### src/rtl/instr_encoder_loader_pkg.sv
// Shared definitions for the instruction encoder/loader and the opcode decoder.
// Contents: opcode constants, instruction format enum, field bit positions
// and an opcode-to-format classifier.
package instr_encoder_loader_pkg;

   localparam logic [4:0] OP_R    = 5'b00000;
   localparam logic [4:0] OP_J    = 5'b00001;
   localparam logic [4:0] OP_BNE  = 5'b00010;
   localparam logic [4:0] OP_JAL  = 5'b00011;
   localparam logic [4:0] OP_JR   = 5'b00100;
   localparam logic [4:0] OP_ADDI = 5'b00101;
   localparam logic [4:0] OP_BLT  = 5'b00110;
   localparam logic [4:0] OP_SW   = 5'b00111;
   localparam logic [4:0] OP_LW   = 5'b01000;
   localparam logic [4:0] OP_SETX = 5'b10101;
   localparam logic [4:0] OP_BEX  = 5'b10110;

   typedef enum logic [2:0] {
      FMT_R,
      FMT_I,
      FMT_JI,
      FMT_JII,
      FMT_ILL
   } fmt_e;

   // LSB position of each field in the 32-bit instruction word
   localparam int unsigned OPC_LSB   = 27;
   localparam int unsigned RD_LSB    = 22;
   localparam int unsigned RS_LSB    = 17;
   localparam int unsigned RT_LSB    = 12;
   localparam int unsigned SHAMT_LSB = 7;
   localparam int unsigned ALUOP_LSB = 2;

   function automatic fmt_e classify(input logic [4:0] op);
      fmt_e f;
      case (op)
         OP_R:                                  f = FMT_R;
         OP_BNE, OP_ADDI, OP_BLT, OP_SW, OP_LW: f = FMT_I;
         OP_J, OP_JAL, OP_SETX, OP_BEX:         f = FMT_JI;
         OP_JR:                                 f = FMT_JII;
         default:                               f = FMT_ILL;
      endcase
      return f;
   endfunction

endpackage

### src/rtl/instr_encoder_loader_fifo.sv
// Synchronous FIFO holding encoded instruction words.
// Ports: clock/reset_n, i_push/i_data write side, i_pop read side,
// o_data = head entry, o_full/o_empty status. Push when full and pop when
// empty are ignored. Reset flushes the pointers; storage is not cleared.
module sync_fifo #(
   parameter int unsigned WIDTH = 32,
   parameter int unsigned DEPTH = 2
) (
   input  logic             clock,
   input  logic             reset_n,
   input  logic             i_push,
   input  logic [WIDTH-1:0] i_data,
   input  logic             i_pop,
   output logic [WIDTH-1:0] o_data,
   output logic             o_full,
   output logic             o_empty
);

   localparam int unsigned PTR_W = $clog2(DEPTH);
   localparam logic [PTR_W:0] PTR_ONE = (PTR_W + 1)'(1);

   logic [WIDTH-1:0] r_mem [DEPTH];
   logic [PTR_W:0]   r_wr_ptr;
   logic [PTR_W:0]   r_rd_ptr;
   logic             w_push;
   logic             w_pop;

   // Extra pointer MSB distinguishes full from empty when indices match
   assign o_empty = (r_wr_ptr == r_rd_ptr);
   assign o_full  = (r_wr_ptr[PTR_W] != r_rd_ptr[PTR_W]) &&
                    (r_wr_ptr[PTR_W-1:0] == r_rd_ptr[PTR_W-1:0]);
   assign w_push  = i_push && !o_full;
   assign w_pop   = i_pop && !o_empty;
   assign o_data  = r_mem[r_rd_ptr[PTR_W-1:0]];

   always_ff @(posedge clock or negedge reset_n) begin
      if (!reset_n) begin
         r_wr_ptr <= '0;
         r_rd_ptr <= '0;
      end else begin
         if (w_push) r_wr_ptr <= r_wr_ptr + PTR_ONE;
         if (w_pop)  r_rd_ptr <= r_rd_ptr + PTR_ONE;
      end
   end

   always_ff @(posedge clock) begin
      if (w_push) r_mem[r_wr_ptr[PTR_W-1:0]] <= i_data;
   end

endmodule

### src/rtl/instr_encoder_loader.sv
// Instruction encoder and imem loader.
// Accepts instruction field bundles (in_valid/in_ready), classifies the
// opcode, packs a 32-bit word, buffers it and writes it to imem at
// sequential addresses from base_addr.
// Ports: clock, reset_n; start/base_addr session control; field inputs
// opcode/rd/rs/rt/shamt/aluop/imm/target/last; imem_we/addr/data with
// imem_ready handshake; status busy, done, err, err_count.
module instr_encoder_loader
   import instr_encoder_loader_pkg::*;
#(
   parameter int unsigned ADDR_W     = 12,
   parameter int unsigned FIFO_DEPTH = 2,
   parameter int unsigned ERR_W      = 8
) (
   input  logic              clock,
   input  logic              reset_n,
   input  logic              start,
   input  logic [ADDR_W-1:0] base_addr,
   input  logic              in_valid,
   output logic              in_ready,
   input  logic [4:0]        opcode,
   input  logic [4:0]        rd,
   input  logic [4:0]        rs,
   input  logic [4:0]        rt,
   input  logic [4:0]        shamt,
   input  logic [4:0]        aluop,
   input  logic [16:0]       imm,
   input  logic [26:0]       target,
   input  logic              last,
   output logic              imem_we,
   output logic [ADDR_W-1:0] imem_addr,
   output logic [31:0]       imem_data,
   input  logic              imem_ready,
   output logic              busy,
   output logic              done,
   output logic              err,
   output logic [ERR_W-1:0]  err_count
);

   localparam logic [1:0] ST_IDLE  = 2'd0;
   localparam logic [1:0] ST_LOAD  = 2'd1;
   localparam logic [1:0] ST_DRAIN = 2'd2;
   localparam logic [1:0] ST_DONE  = 2'd3;

   logic [1:0]        r_state;
   logic [1:0]        w_state_nxt;
   logic [ADDR_W-1:0] r_addr;
   logic              r_err;
   logic [ERR_W-1:0]  r_err_cnt;
   fmt_e              w_fmt;
   logic [31:0]       w_word;
   logic [31:0]       w_head;
   logic              w_full;
   logic              w_empty;
   logic              w_accept;
   logic              w_push;
   logic              w_pop;
   logic              w_start;

   assign w_fmt    = classify(opcode);
   assign in_ready = (r_state == ST_LOAD) && !w_full;
   assign w_accept = in_valid && in_ready;
   assign w_push   = w_accept && (w_fmt != FMT_ILL);
   assign w_pop    = imem_we && imem_ready;
   assign w_start  = (r_state == ST_IDLE) && start;

   always_comb begin
      w_word = '0;
      w_word[OPC_LSB +: 5] = opcode;
      case (w_fmt)
         FMT_R: begin
            w_word[RD_LSB +: 5]    = rd;
            w_word[RS_LSB +: 5]    = rs;
            w_word[RT_LSB +: 5]    = rt;
            w_word[SHAMT_LSB +: 5] = shamt;
            w_word[ALUOP_LSB +: 5] = aluop;
         end
         FMT_I: begin
            w_word[RD_LSB +: 5] = rd;
            w_word[RS_LSB +: 5] = rs;
            w_word[16:0]        = imm;
         end
         FMT_JI:  w_word[26:0] = target;
         FMT_JII: w_word[RD_LSB +: 5] = rd;
         default: w_word = '0;
      endcase
   end

   sync_fifo #(
      .WIDTH (32),
      .DEPTH (FIFO_DEPTH)
   ) u_fifo (
      .clock   (clock),
      .reset_n (reset_n),
      .i_push  (w_push),
      .i_data  (w_word),
      .i_pop   (w_pop),
      .o_data  (w_head),
      .o_full  (w_full),
      .o_empty (w_empty)
   );

   always_comb begin
      w_state_nxt = r_state;
      case (r_state)
         ST_IDLE:  if (start) w_state_nxt = ST_LOAD;
         ST_LOAD:  if (w_accept && last) w_state_nxt = ST_DRAIN;
         ST_DRAIN: if (w_empty) w_state_nxt = ST_DONE;
         default:  w_state_nxt = ST_IDLE;
      endcase
   end

   always_ff @(posedge clock or negedge reset_n) begin
      if (!reset_n) begin
         r_state   <= ST_IDLE;
         r_addr    <= '0;
         r_err     <= 1'b0;
         r_err_cnt <= '0;
      end else begin
         r_state <= w_state_nxt;
         if (w_start) begin
            r_addr    <= base_addr;
            r_err     <= 1'b0;
            r_err_cnt <= '0;
         end else begin
            // Natural wrap modulo 2^ADDR_W
            if (w_pop) r_addr <= r_addr + ADDR_W'(1);
            if (w_accept && (w_fmt == FMT_ILL)) begin
               r_err <= 1'b1;
               if (r_err_cnt != '1) r_err_cnt <= r_err_cnt + ERR_W'(1);
            end
         end
      end
   end

   assign imem_we   = !w_empty;
   assign imem_addr = r_addr;
   // Head storage is not reset, so mask it while nothing is pending
   assign imem_data = w_empty ? 32'h0 : w_head;
   assign busy      = (r_state == ST_LOAD) || (r_state == ST_DRAIN);
   assign done      = (r_state == ST_DONE);
   assign err       = r_err;
   assign err_count = r_err_cnt;

endmodule

### config.mk
export PLATFORM = sky130hd
export DESIGN_NAME = instr_encoder_loader
export DESIGN_NICKNAME = d
export VERILOG_FILES = /design/src/rtl/instr_encoder_loader_pkg.sv /design/src/rtl/instr_encoder_loader_fifo.sv /design/src/rtl/instr_encoder_loader.sv
export SDC_FILE = /design/constraint.sdc
export NUM_CORES = 1
export LEC_CHECK = 0
export BUFFER_PORTS_ARGS = -buffer_cell sky130_fd_sc_hd__buf_2
export CORE_UTILIZATION = 48
export DETAILED_ROUTE_END_ITERATION = 10
export HOLD_SLACK_MARGIN = 0.1
export PLACE_DENSITY = 0.84
export SKIP_LAST_GASP = 1
export SLEW_MARGIN = 20
export SYNTH_ARGS = -nofsm -noshare
export SYNTH_HDL_FRONTEND = slang
export SYNTH_SLANG_ARGS = --single-unit
### constraint.sdc
create_clock -name clock -period 3.8 [get_ports clock]
set_input_delay 0.76 -clock clock [delete_from_list [all_inputs] [get_ports clock]]
set_output_delay 0.76 -clock clock [all_outputs]
set_load 0.01 [all_outputs]
Yosys cells after proc, flatten, opt, wreduce, memory -nomap -nowiden
Memories as Yosys holds them, arrays and structs flattened.
Index checks and enable logic that the tools add are counted.
{ "word_totals": {"regBits": 27, "ram_bits": 64, "romBits": 96, "output_inout_bits": 57, "memories": 2} }
{ "mem_list": {"columns": ["name", "depth", "word_bits", "rd", "rd_clocked_by_memory_dff", "wr", "line_no", "source"], "rows": [
  ["(no name shown)", 32, 3, 1, 0, 0, "instr_encoder_loader_pkg.sv:36", "case (op)"],
  ["u_fifo.r_mem", 2, 32, 1, 0, 1, "instr_encoder_loader_fifo.sv:22", "logic [WIDTH-1:0] r_mem [DEPTH];"]
]} }
{ "op_classes": {"add_sub_neg": 4, "eq_ne": 15, "n_mux": 18, "n_reduce_logical": 22} }
{ "op_table": {"columns": ["op", "n"], "rows": [
  ["20-bit case mux with 3 select lines", 1],
  ["32-bit 2-to-1 mux", 1],
  ["12-bit 2-to-1 mux", 2],
  ["8-bit 2-to-1 mux", 3],
  ["12-bit by 1-bit adder with 12-bit output, second input constant", 1],
  ["1-bit logical AND", 10],
  ["5-bit case mux with 2 select lines", 1],
  ["8-bit by 1-bit adder with 8-bit output, second input constant", 1],
  ["8-bit != test, second input constant", 1],
  ["3-bit by 2-bit equality test with 1-bit output, second input constant", 2],
  ["2-bit 2-to-1 mux", 3],
  ["2-bit case mux with 3 select lines", 1],
  ["2-bit nonzero test", 3],
  ["5-bit 2-to-1 mux", 1],
  ["2-bit by 1-bit adder with 2-bit output, second input constant", 2],
  ["2-bit equality test, second input constant", 2],
  ["1-bit 2-to-1 mux", 4],
  ["2-bit by 1-bit != test with 1-bit output, second input constant", 2],
  ["2-bit case mux with 2 select lines", 1],
  ["4-bit OR reduction", 1],
  ["3-bit by 1-bit equality test with 1-bit output, second input constant", 1],
  ["3-bit equality test, second input constant", 1],
  ["3-bit zero test", 1],
  ["3-bit != test, second input constant", 1],
  ["other kinds (11)", 12]
]} }

Depth between registers and ports, before layout
Gate-level depths: netlist of run 1.
{ "depth": {"ltp_word": 9, "depth_mapped": 8, "ltp_nobuf": 7} }

Hierarchy
From an unflattened synthesis of run 1, not the netlist that was laid out.
{ "hier_totals": {"cells_unflattened": 370, "hier_area_um2": 4608.2} }
{ "modules_own_cells": {"columns": ["mod", "n_inst", "cells_per_inst", "area_per_inst_um2", "seq_area_each_um2"], "rows": [
  ["sync_fifo", 1, 127, 2566.2, 2021.9],
  ["instr_encoder_loader", 1, 243, 2042.0, 575.6]
]} }

Worst setup path after synthesis of run 1
OpenSTA, ideal clock, no wires.
{ "synth_timing": {"path_type": "input to register", "start": "input port opcode[0]", "end": "memory u_fifo.r_mem[0][0] (enable)", "setup_ns": 0.421, "t_arrival_ns": 3.044, "t_required_ns": 3.379, "slack_ns": 0.335, "path_stages": 6, "path_buffers": 0, "cell_sequence": "inv_1 -> ha_1 -> a21boi_1 -> o22ai_2 -> nand2_1 -> nor2_1"} }
{ "synth_via": {"elab_chain_len": 6} }
{ "synth_rtl": {"columns": ["item", "line_no", "source"], "rows": [
  ["start, declared", "instr_encoder_loader.sv:21", "input logic [4:0] opcode,"],
  ["memory read 32 x 3 bit", null, null],
  ["3-bit != test", "instr_encoder_loader.sv:63", "assign w_push = w_accept && (w_fmt != FMT_ILL);"],
  ["1-bit logical AND", "instr_encoder_loader.sv:63", null],
  ["1-bit logical AND", "instr_encoder_loader_fifo.sv:32", "assign w_push = i_push && !o_full;"],
  ["1-bit 2-to-1 mux", "instr_encoder_loader_fifo.sv:47", "if (w_push) r_mem[r_wr_ptr[PTR_W-1:0]] <= i_data;"],
  ["1-bit 2-to-1 mux (not written as such)", "instr_encoder_loader_fifo.sv:47", null],
  ["end, declared", "instr_encoder_loader_fifo.sv:22", null]
]} }
Every way passes these cells.

Final worst setup path of run 1
{ "layout_timing": {"start": "register u_fifo.r_wr_ptr[0]", "end": "output port imem_data[0]"} }
{ "layout_via": {"elab_chain_len": 2} }
{ "layout_rtl": {"columns": ["item", "line_no", "source"], "rows": [
  ["start, declared", "instr_encoder_loader_fifo.sv:23", "logic [PTR_W:0] r_wr_ptr;"],
  ["start signal, assigned", "instr_encoder_loader_fifo.sv:41", "if (w_push) r_wr_ptr <= r_wr_ptr + PTR_ONE;"],
  ["2-bit equality test", "instr_encoder_loader_fifo.sv:29", "assign o_empty = (r_wr_ptr == r_rd_ptr);"],
  ["32-bit 2-to-1 mux", "instr_encoder_loader.sv:139", "assign imem_data = w_empty ? 32'h0 : w_head;"],
  ["end, declared", "instr_encoder_loader.sv:32", "output logic [31:0] imem_data,"]
]} }
Every way passes these cells.

==> impl_metrics.py, run 1 <==
metrics = {
    "status": {
        "outcome": "completed",
    },
    "layout": {
        "diodes": 0,
        "n_fill_cell": 731,
        "layout-area-overhead-vs-synth_pct": 23.7,
        "post_route_cells_drive_above_1_share": 0.353,
        "layout.nets": 610,
    },
    "route": {
        "post_drt_wl_per_cell_microns": 16.1,
        "vias_per_cell": 5.35,
        "drt-initial-drc-count": 149,
        "remaining_drc_errors": 0,
        "detail-route-antenna-nets": 0,
        "first_pass_iters": 6,
        "num_vias": 3330,
        "wirelength_microns": 10000,
    },
    "synthesis": {
        "ys_ff_latch": 91,
        "synth.cell_area_sq_um": 4450,
        "synthTopCellsByArea": "sky130_fd_sc_hd__edfxtp_1 (43%), sky130_fd_sc_hd__dfrtp_1 (15%), sky130_fd_sc_hd__mux2i_1 (8.1%), sky130_fd_sc_hd__nor2_1 (4.0%), sky130_fd_sc_hd__a221o_1 (3.4%)",
        "async_flop_share": 0.297,
        "postSynthCellCount": 361,
        "synth.cells.most_frequent": "sky130_fd_sc_hd__edfxtp_1 (64), sky130_fd_sc_hd__nor2_1 (48), sky130_fd_sc_hd__mux2i_1 (36), sky130_fd_sc_hd__dfrtp_1 (27), sky130_fd_sc_hd__nand2_1 (27)",
        "synthFlopType": "sky130_fd_sc_hd__edfxtp_1",
        "yosysTopAreaCellShare": 0.432,
        "most_numerous_cell_in_the_yosys_netlist": "sky130_fd_sc_hd__edfxtp_1",
        "synth_seq_area_share": 0.584,
        "synth_enable_flop_cells": 64,
        "synth.distinct_cells": 45,
        "syn_nets": 461,
        "synthesis.area_per_instance_sq_um": 12.3,
        "synthDominantAreaCellType": "sky130_fd_sc_hd__edfxtp_1",
        "synth.yosys.warnings": 0,
    },
    "timing": {
        "setup_viol": 0,
        "setup_total_negative_slack_ns": 0,
        "finClkSkew_ns": 0.00801,
        "timing.final.crit_period_ns": 3.20,
        "rsz0062_at_grt": "false",
        "max-slew-margin-rel": 0.373,
        "final_max_slew_viol_count": 0,
        "worst-slew-pin-transition_ns": 0.940,
        "hold_viol": 0,
        "max_freq_ghz": 0.313,
        "setup_slack_ns": 0.604,
        "final.period_utilization": 0.841,
    },
    "die": {
        "dieWidth_microns": 98.3,
        "fp-row-count": 34,
        "floorplan.io_pins": 149,
        "design.core.area_sq_um": 8850,
        "overall_die_area_sq_um": 9660,
        "initial_core_util": 0.503,
        "chip_height_microns": 98.3,
    },
    "critical_path": {
        "critical_path_startpoint_category": "register",
        "timing.critical_path.arrival_ns": 2.44,
        "timing.reg2reg.worst_path_depth": 5,
        "terminus_of_the_critical_flop_to_flop_path": "r_state[1]",
        "worstPathRequired_ns": 3.04,
        "setup.worst_path.end_class": "output pin",
        "reg2reg_from": "u_fifo.r_wr_ptr[0]",
        "critPathLaunch": "u_fifo.r_wr_ptr[0]",
        "worstSetupEndpoint": "imem_data[0]",
        "path_max_fanout": 21,
        "r2r_slack_ns": 1.22,
        "criticalPathCategory": "reg2out",
    },
    "power_and_ir_drop": {
        "p_per_area_nw_per_um2": 659,
        "p_int_mw": 2.20,
        "vdd_ir_drop_max_mv": 0.290,
        "share_comb_of_total_power": 0.447,
        "p_seq_frac": 0.373,
        "net_switching_share_of_the_total_power": 0.393,
        "clockPowerShare": 0.180,
        "static-leakage-power_nw": 2.43,
        "netSwitchingPower_mw": 1.43,
    },
    "global_routing": {
        "gr-total-overflow": 0,
        "grt_util_all_layers": 0.216,
        "grt_first_pass_wirelength_microns": 16200,
        "via_count_of_the_first_global_routing_pass": 3406,
        "grt_max_degree": 35,
        "antenna_violations_before_repair": 0,
    },
    "clock_tree": {
        "ctsHtreeMaxLevel": 3,
        "cts_resized": 0,
        "insertion_delay_ns": 0.35,
        "cts_buffers": 9,
        "tritoncts": "built",
        "cts_hold_buffers": 0,
        "clk_root_buffer_cell": "sky130_fd_sc_hd__clkbuf_8",
        "numClockSinks": 91,
        "post_cts_setup_repair_buffer_count": 0,
        "clkTransAtPathRegs_ns": 0.09,
        "clockBufferDepth": 2,
    },
    "placement": {
        "pre_cts_slack_ns": 0.820,
        "estimated_wirelength_of_the_detail_placed_design_microns": 7360,
        "port_buffers": 148,
        "routabilityCongestion": 0.841,
    },
    "job": {
        "drv_cap": 0,
    },
    "worst_hold_path": {
        "hold_path.class": "in2async",
    },
}
## routing by layer
metal	vias up	part of all wire	track usage
met1	1574	0.40	0.256
met4	0	0.029	0.104
met5	-	0	0
li1	1620	-	-
met3	24	0.059	0.0515
met2	112	0.51	0.371
## critical path, stage by stage (launching register included)
cell and delay [ns]:
sky130_fd_sc_hd__dfrtp_1 0.48, sky130_fd_sc_hd__xnor2_2 0.35, sky130_fd_sc_hd__and2_1 0.74, sky130_fd_sc_hd__buf_4 0.31
sky130_fd_sc_hd__nor2_1 0.07, sky130_fd_sc_hd__buf_2 0.14
## how the worst min path moves through the flow
stage	start	cells after the start	slack (ns)	to
CTS	reset_n	1	0.42	err_count[1]
floorplan	reset_n	0	0.46	err
global route	reset_n	1	0.46	r_state[0]
global placement	err	2	0.50	err
finish	reset_n	1	0.42	err_count[7]
detailed placement	err	2	0.49	err
## flip-flops by register name, summed over array words and instances (netlist names)
register and flops:
r_state 2, err_count 8, imem_addr 12, u_fifo.r_rd_ptr 2
u_fifo.r_wr_ptr 2, u_fifo.r_mem 64, err 1
## cell families (layout without fill, tap and decap cells)
group	after synthesis	in the layout	share of synthesized area
XOR/XNOR	22	22	0.0450
flip-flops	91	91	0.584
AND/OR/NAND/NOR	125	125	0.140
multiplexers	37	37	0.0835
buffers and inverters	21	175	0.0208
adder cells (fa/ha/maj)	8	8	0.0225
AO/OA/AOI/OAI	57	57	0.105
## placed cells by master (no fill, tap or decap), drive strengths merged, types with 2 or more instances in the layout
| cell | synthesis | final |
|---|---|---|
| nand3 | 9 | 9 |
| nand2 | 27 | 27 |
| and4 | 2 | 2 |
| a31o | 2 | 2 |
| ha | 8 | 8 |
| inv | 5 | 7 |
| mux2i | 36 | 36 |
| dfrtp | 27 | 27 |
| xnor2 | 11 | 11 |
| nor4 | 3 | 3 |
| edfxtp | 64 | 64 |
| nor3 | 3 | 3 |
| and3 | 2 | 2 |
| nor3b | 3 | 3 |
| a22o | 12 | 12 |
| nor2 | 48 | 48 |
| a21oi | 9 | 9 |
| a221o | 15 | 15 |
| clkbuf | 12 | 10 |
| and2 | 19 | 19 |
| nand2b | 3 | 3 |
| nand4 | 3 | 3 |
| clkinv | 0 | 2 |
| buf | 4 | 154 |
| a21boi | 2 | 2 |
| nor2b | 2 | 2 |
| o21ai | 12 | 12 |
| xor2 | 11 | 11 |
## metrics by stage
stage	utilization	hold slack [ns]	cell area [sq um]	cells	power [mW]
2_1_floorplan	-	0.464	4450	361	2.40
3_3_place_gp	0.600	0.495	5310	607	2.93
3_5_place_dp	0.600	0.489	5310	607	3.00
4_1_cts	0.622	0.425	5510	623	3.66
5_1_grt	0.622	0.461	5510	623	3.86
6_report	0.622	0.421	5510	623	3.63
## area by class of cell
cell class	instances	area, sq um	area share
inverters	5	18.8	0.00341
clock inverters	6	72.6	0.0132
repair buffers	154	786	0.143
multi-input cells	249	1770	0.321
flip-flops and latches	91	2600	0.472
clock buffers	10	128	0.0232
well taps	108	135	0.0245
## power groups by stage
stage | registers (mW) | logic [mW] | clock network [mW]
after global placement | 1.36 | 1.58 | 0
final | 1.35 | 1.62 | 0.652
after global routing | 1.37 | 1.79 | 0.703
after CTS | 1.35 | 1.64 | 0.666
after detailed placement | 1.37 | 1.63 | 0
after floorplan | 1.38 | 1.02 | 0
Power figures use the tool's default switching activity.
==> inputs of run 2 (changes only) <==
- clock period: 3.8 -> 3.3 ns (I/O delays scaled with it)
==> impl_metrics.py, run 2 (same netlist as run 1, synthesis figures left out) <==
metrics = {
    "clock_tree": {
        "cts_resized": 0,
        "insertion_delay_ns": 0.35,
        "numClockSinks": 91,
        "cts_buffers": 9,
        "clockBufferDepth": 2,
        "ctsHtreeMaxLevel": 3,
        "post_cts_setup_repair_buffer_count": 0,
        "clkTransAtPathRegs_ns": 0.09,
        "clk_root_buffer_cell": "sky130_fd_sc_hd__clkbuf_8",
        "tritoncts": "built",
        "cts_hold_buffers": 0,
    },
    "route": {
        "num_vias": 3333,
        "post_drt_wl_per_cell_microns": 16.0,
        "vias_per_cell": 5.35,
        "wirelength_microns": 9950,
        "remaining_drc_errors": 8,
        "detail-route-antenna-nets": 0,
        "first_pass_iters": 8,
        "drt-initial-drc-count": 126,
    },
    "die": {
        "design.core.area_sq_um": 8850,
        "fp-row-count": 34,
        "chip_height_microns": 98.3,
        "initial_core_util": 0.503,
        "floorplan.io_pins": 149,
        "overall_die_area_sq_um": 9660,
        "dieWidth_microns": 98.3,
    },
    "global_routing": {
        "gr-total-overflow": 0,
        "via_count_of_the_first_global_routing_pass": 3393,
        "grt_first_pass_wirelength_microns": 15800,
        "met1_global_route_usage": 0.261,
        "grt.busiest_layer": "met2",
        "grt_util_all_layers": 0.211,
        "grt_max_degree": 35,
        "gr-usage-met2": 0.354,
        "gr-usage-met3": 0.0379,
        "antenna_violations_before_repair": 0,
    },
    "power_and_ir_drop": {
        "netSwitchingPower_mw": 1.60,
        "p_int_mw": 2.52,
        "share_comb_of_total_power": 0.448,
        "p_seq_frac": 0.377,
        "net_switching_share_of_the_total_power": 0.389,
        "static-leakage-power_nw": 2.43,
        "total_power_mw": 4.12,
        "clockPowerShare": 0.175,
        "vdd_ir_drop_max_mv": 0.360,
        "p_per_area_nw_per_um2": 748,
    },
    "critical_path": {
        "timing.critical_path.arrival_ns": 1.97,
        "critical_path_buf_inv_count": 3,
        "r2r_slack_ns": 1.04,
        "worstPathRequired_ns": 2.64,
        "crit_slowest_cell": "sky130_fd_sc_hd__dfrtp_1",
        "kind_of_cell_with_the_highest_combined_delay_on_the_critical_path": "buffers and inverters",
        "path_max_fanout": 33,
        "timing.reg2reg.worst_path_depth": 6,
        "critical_path_startpoint_category": "register",
        "crit_chain": "xnor2_2, and2_1, buf_4, inv_2, buf_2",
        "reg2reg_from": "u_fifo.r_wr_ptr[0]",
        "setup.worst_path.end_class": "output pin",
        "delay_of_the_slowest_cell_on_the_worst_path_ns": 0.48,
        "criticalPathCategory": "reg2out",
        "terminus_of_the_critical_flop_to_flop_path": "r_state[1]",
    },
    "status": {
        "violations": "design-rule violations",
        "outcome": "finished with violations",
    },
    "timing": {
        "final_max_slew_viol_count": 0,
        "setup_viol": 0,
        "setup_total_negative_slack_ns": 0,
        "finClkSkew_ns": 0.0121,
        "hold_viol": 0,
        "final.period_utilization": 0.797,
        "timing.final.crit_period_ns": 2.63,
        "max_freq_ghz": 0.380,
        "max-slew-margin-rel": 0.376,
        "rsz0062_at_grt": "false",
        "worst-slew-pin-transition_ns": 0.935,
    },
    "placement": {
        "port_buffers": 148,
        "placed_cell_area_sq_um": 5320,
        "routabilityCongestion": 0.858,
        "estimated_wirelength_of_the_detail_placed_design_microns": 7150,
    },
    "layout": {
        "most_frequent_standard_cell_in_the_layout_excluding_fill_and_tap_cells": "sky130_fd_sc_hd__buf_2",
        "n_fill_cell": 709,
        "diodes": 0,
        "flip_flop_count_of_the_largest_register_after_layout": 64,
        "multi_input_logic_area_sq_um": 1780,
        "final_core_utilization": 0.623,
        "finalInstanceArea_sq_um": 5510,
        "post_route_cells_drive_above_1_share": 0.355,
        "leading_cell_types_in_the_layout_fill_and_taps_excluded": "sky130_fd_sc_hd__buf_2 (148), sky130_fd_sc_hd__edfxtp_1 (64), sky130_fd_sc_hd__nor2_1 (47)",
        "layout.nets": 611,
        "seq_area_sq_um": 2600,
        "layout-area-overhead-vs-synth_pct": 23.8,
    },
    "worst_hold_path": {
        "hold_path.class": "in2async",
    },
    "job": {
        "drv_cap": 0,
    },
}
run 2: area by class of cell:
type | instances | share of cell area
Sequential cell | 91 | 0.472
Multi-Input combinational cell | 249 | 0.322
Timing Repair Buffer | 155 | 0.144
Tap cell | 108 | 0.0245
Clock buffer | 9 | 0.0225
Clock inverter | 6 | 0.0118
Inverter | 5 | 0.00341
run 2: worst reg2reg max path, cell delays in order, from the launching register on:
cell and delay (ns):
sky130_fd_sc_hd__dfrtp_1 0.48, sky130_fd_sc_hd__xnor2_2 0.34, sky130_fd_sc_hd__and2_1 0.17, sky130_fd_sc_hd__buf_4 0.33
sky130_fd_sc_hd__inv_2 0.14, sky130_fd_sc_hd__a221oi_4 0.34, sky130_fd_sc_hd__mux2_1 0.35
run 2: metrics by stage:
| stage | worst slack (ns) | hold slack [ns] | std cells |
|---|---|---|---|
| 2_1_floorplan | 0.448 | 0.364 | 361 |
| 3_3_place_gp | 0.586 | 0.495 | 608 |
| 3_5_place_dp | 0.498 | 0.487 | 608 |
| 4_1_cts | 0.646 | 0.327 | 623 |
| 5_1_grt | 0.542 | 0.343 | 623 |
| 6_report | 0.670 | 0.316 | 623 |
run 2: metal layers:
| metal | up-vias | wire length (microns) |
|---|---|---|
| met3 | 25 | 502 |
| li1 | 1621 | - |
| met5 | - | 0 |
| met2 | 102 | 4850 |
| met1 | 1585 | 4290 |
| met4 | 0 | 300 |
run 2: worst max-delay path by stage:
stage                       startpoint                  end  cells after the start
finish              u_fifo.r_wr_ptr[0]              imem_we                      5
global route        u_fifo.r_wr_ptr[0]              imem_we                      5
CTS                 u_fifo.r_wr_ptr[0]              imem_we                      5
detailed placement           opcode[0]  u_fifo.r_mem[0][16]                      8
global placement             opcode[0]  u_fifo.r_mem[0][12]                      7
floorplan                    opcode[0]   u_fifo.r_mem[0][0]                      6
run 2: power by group through the flow:
stage                     combinational, mW  clock (mW)  sequential, mW
after floorplan                        1.18           0            1.59
after global placement                 1.82           0            1.57
after detailed placement               1.86           0            1.57
after CTS                              1.87       0.740            1.55
after global routing                   2.03       0.782            1.57
final                                  1.85       0.722            1.55
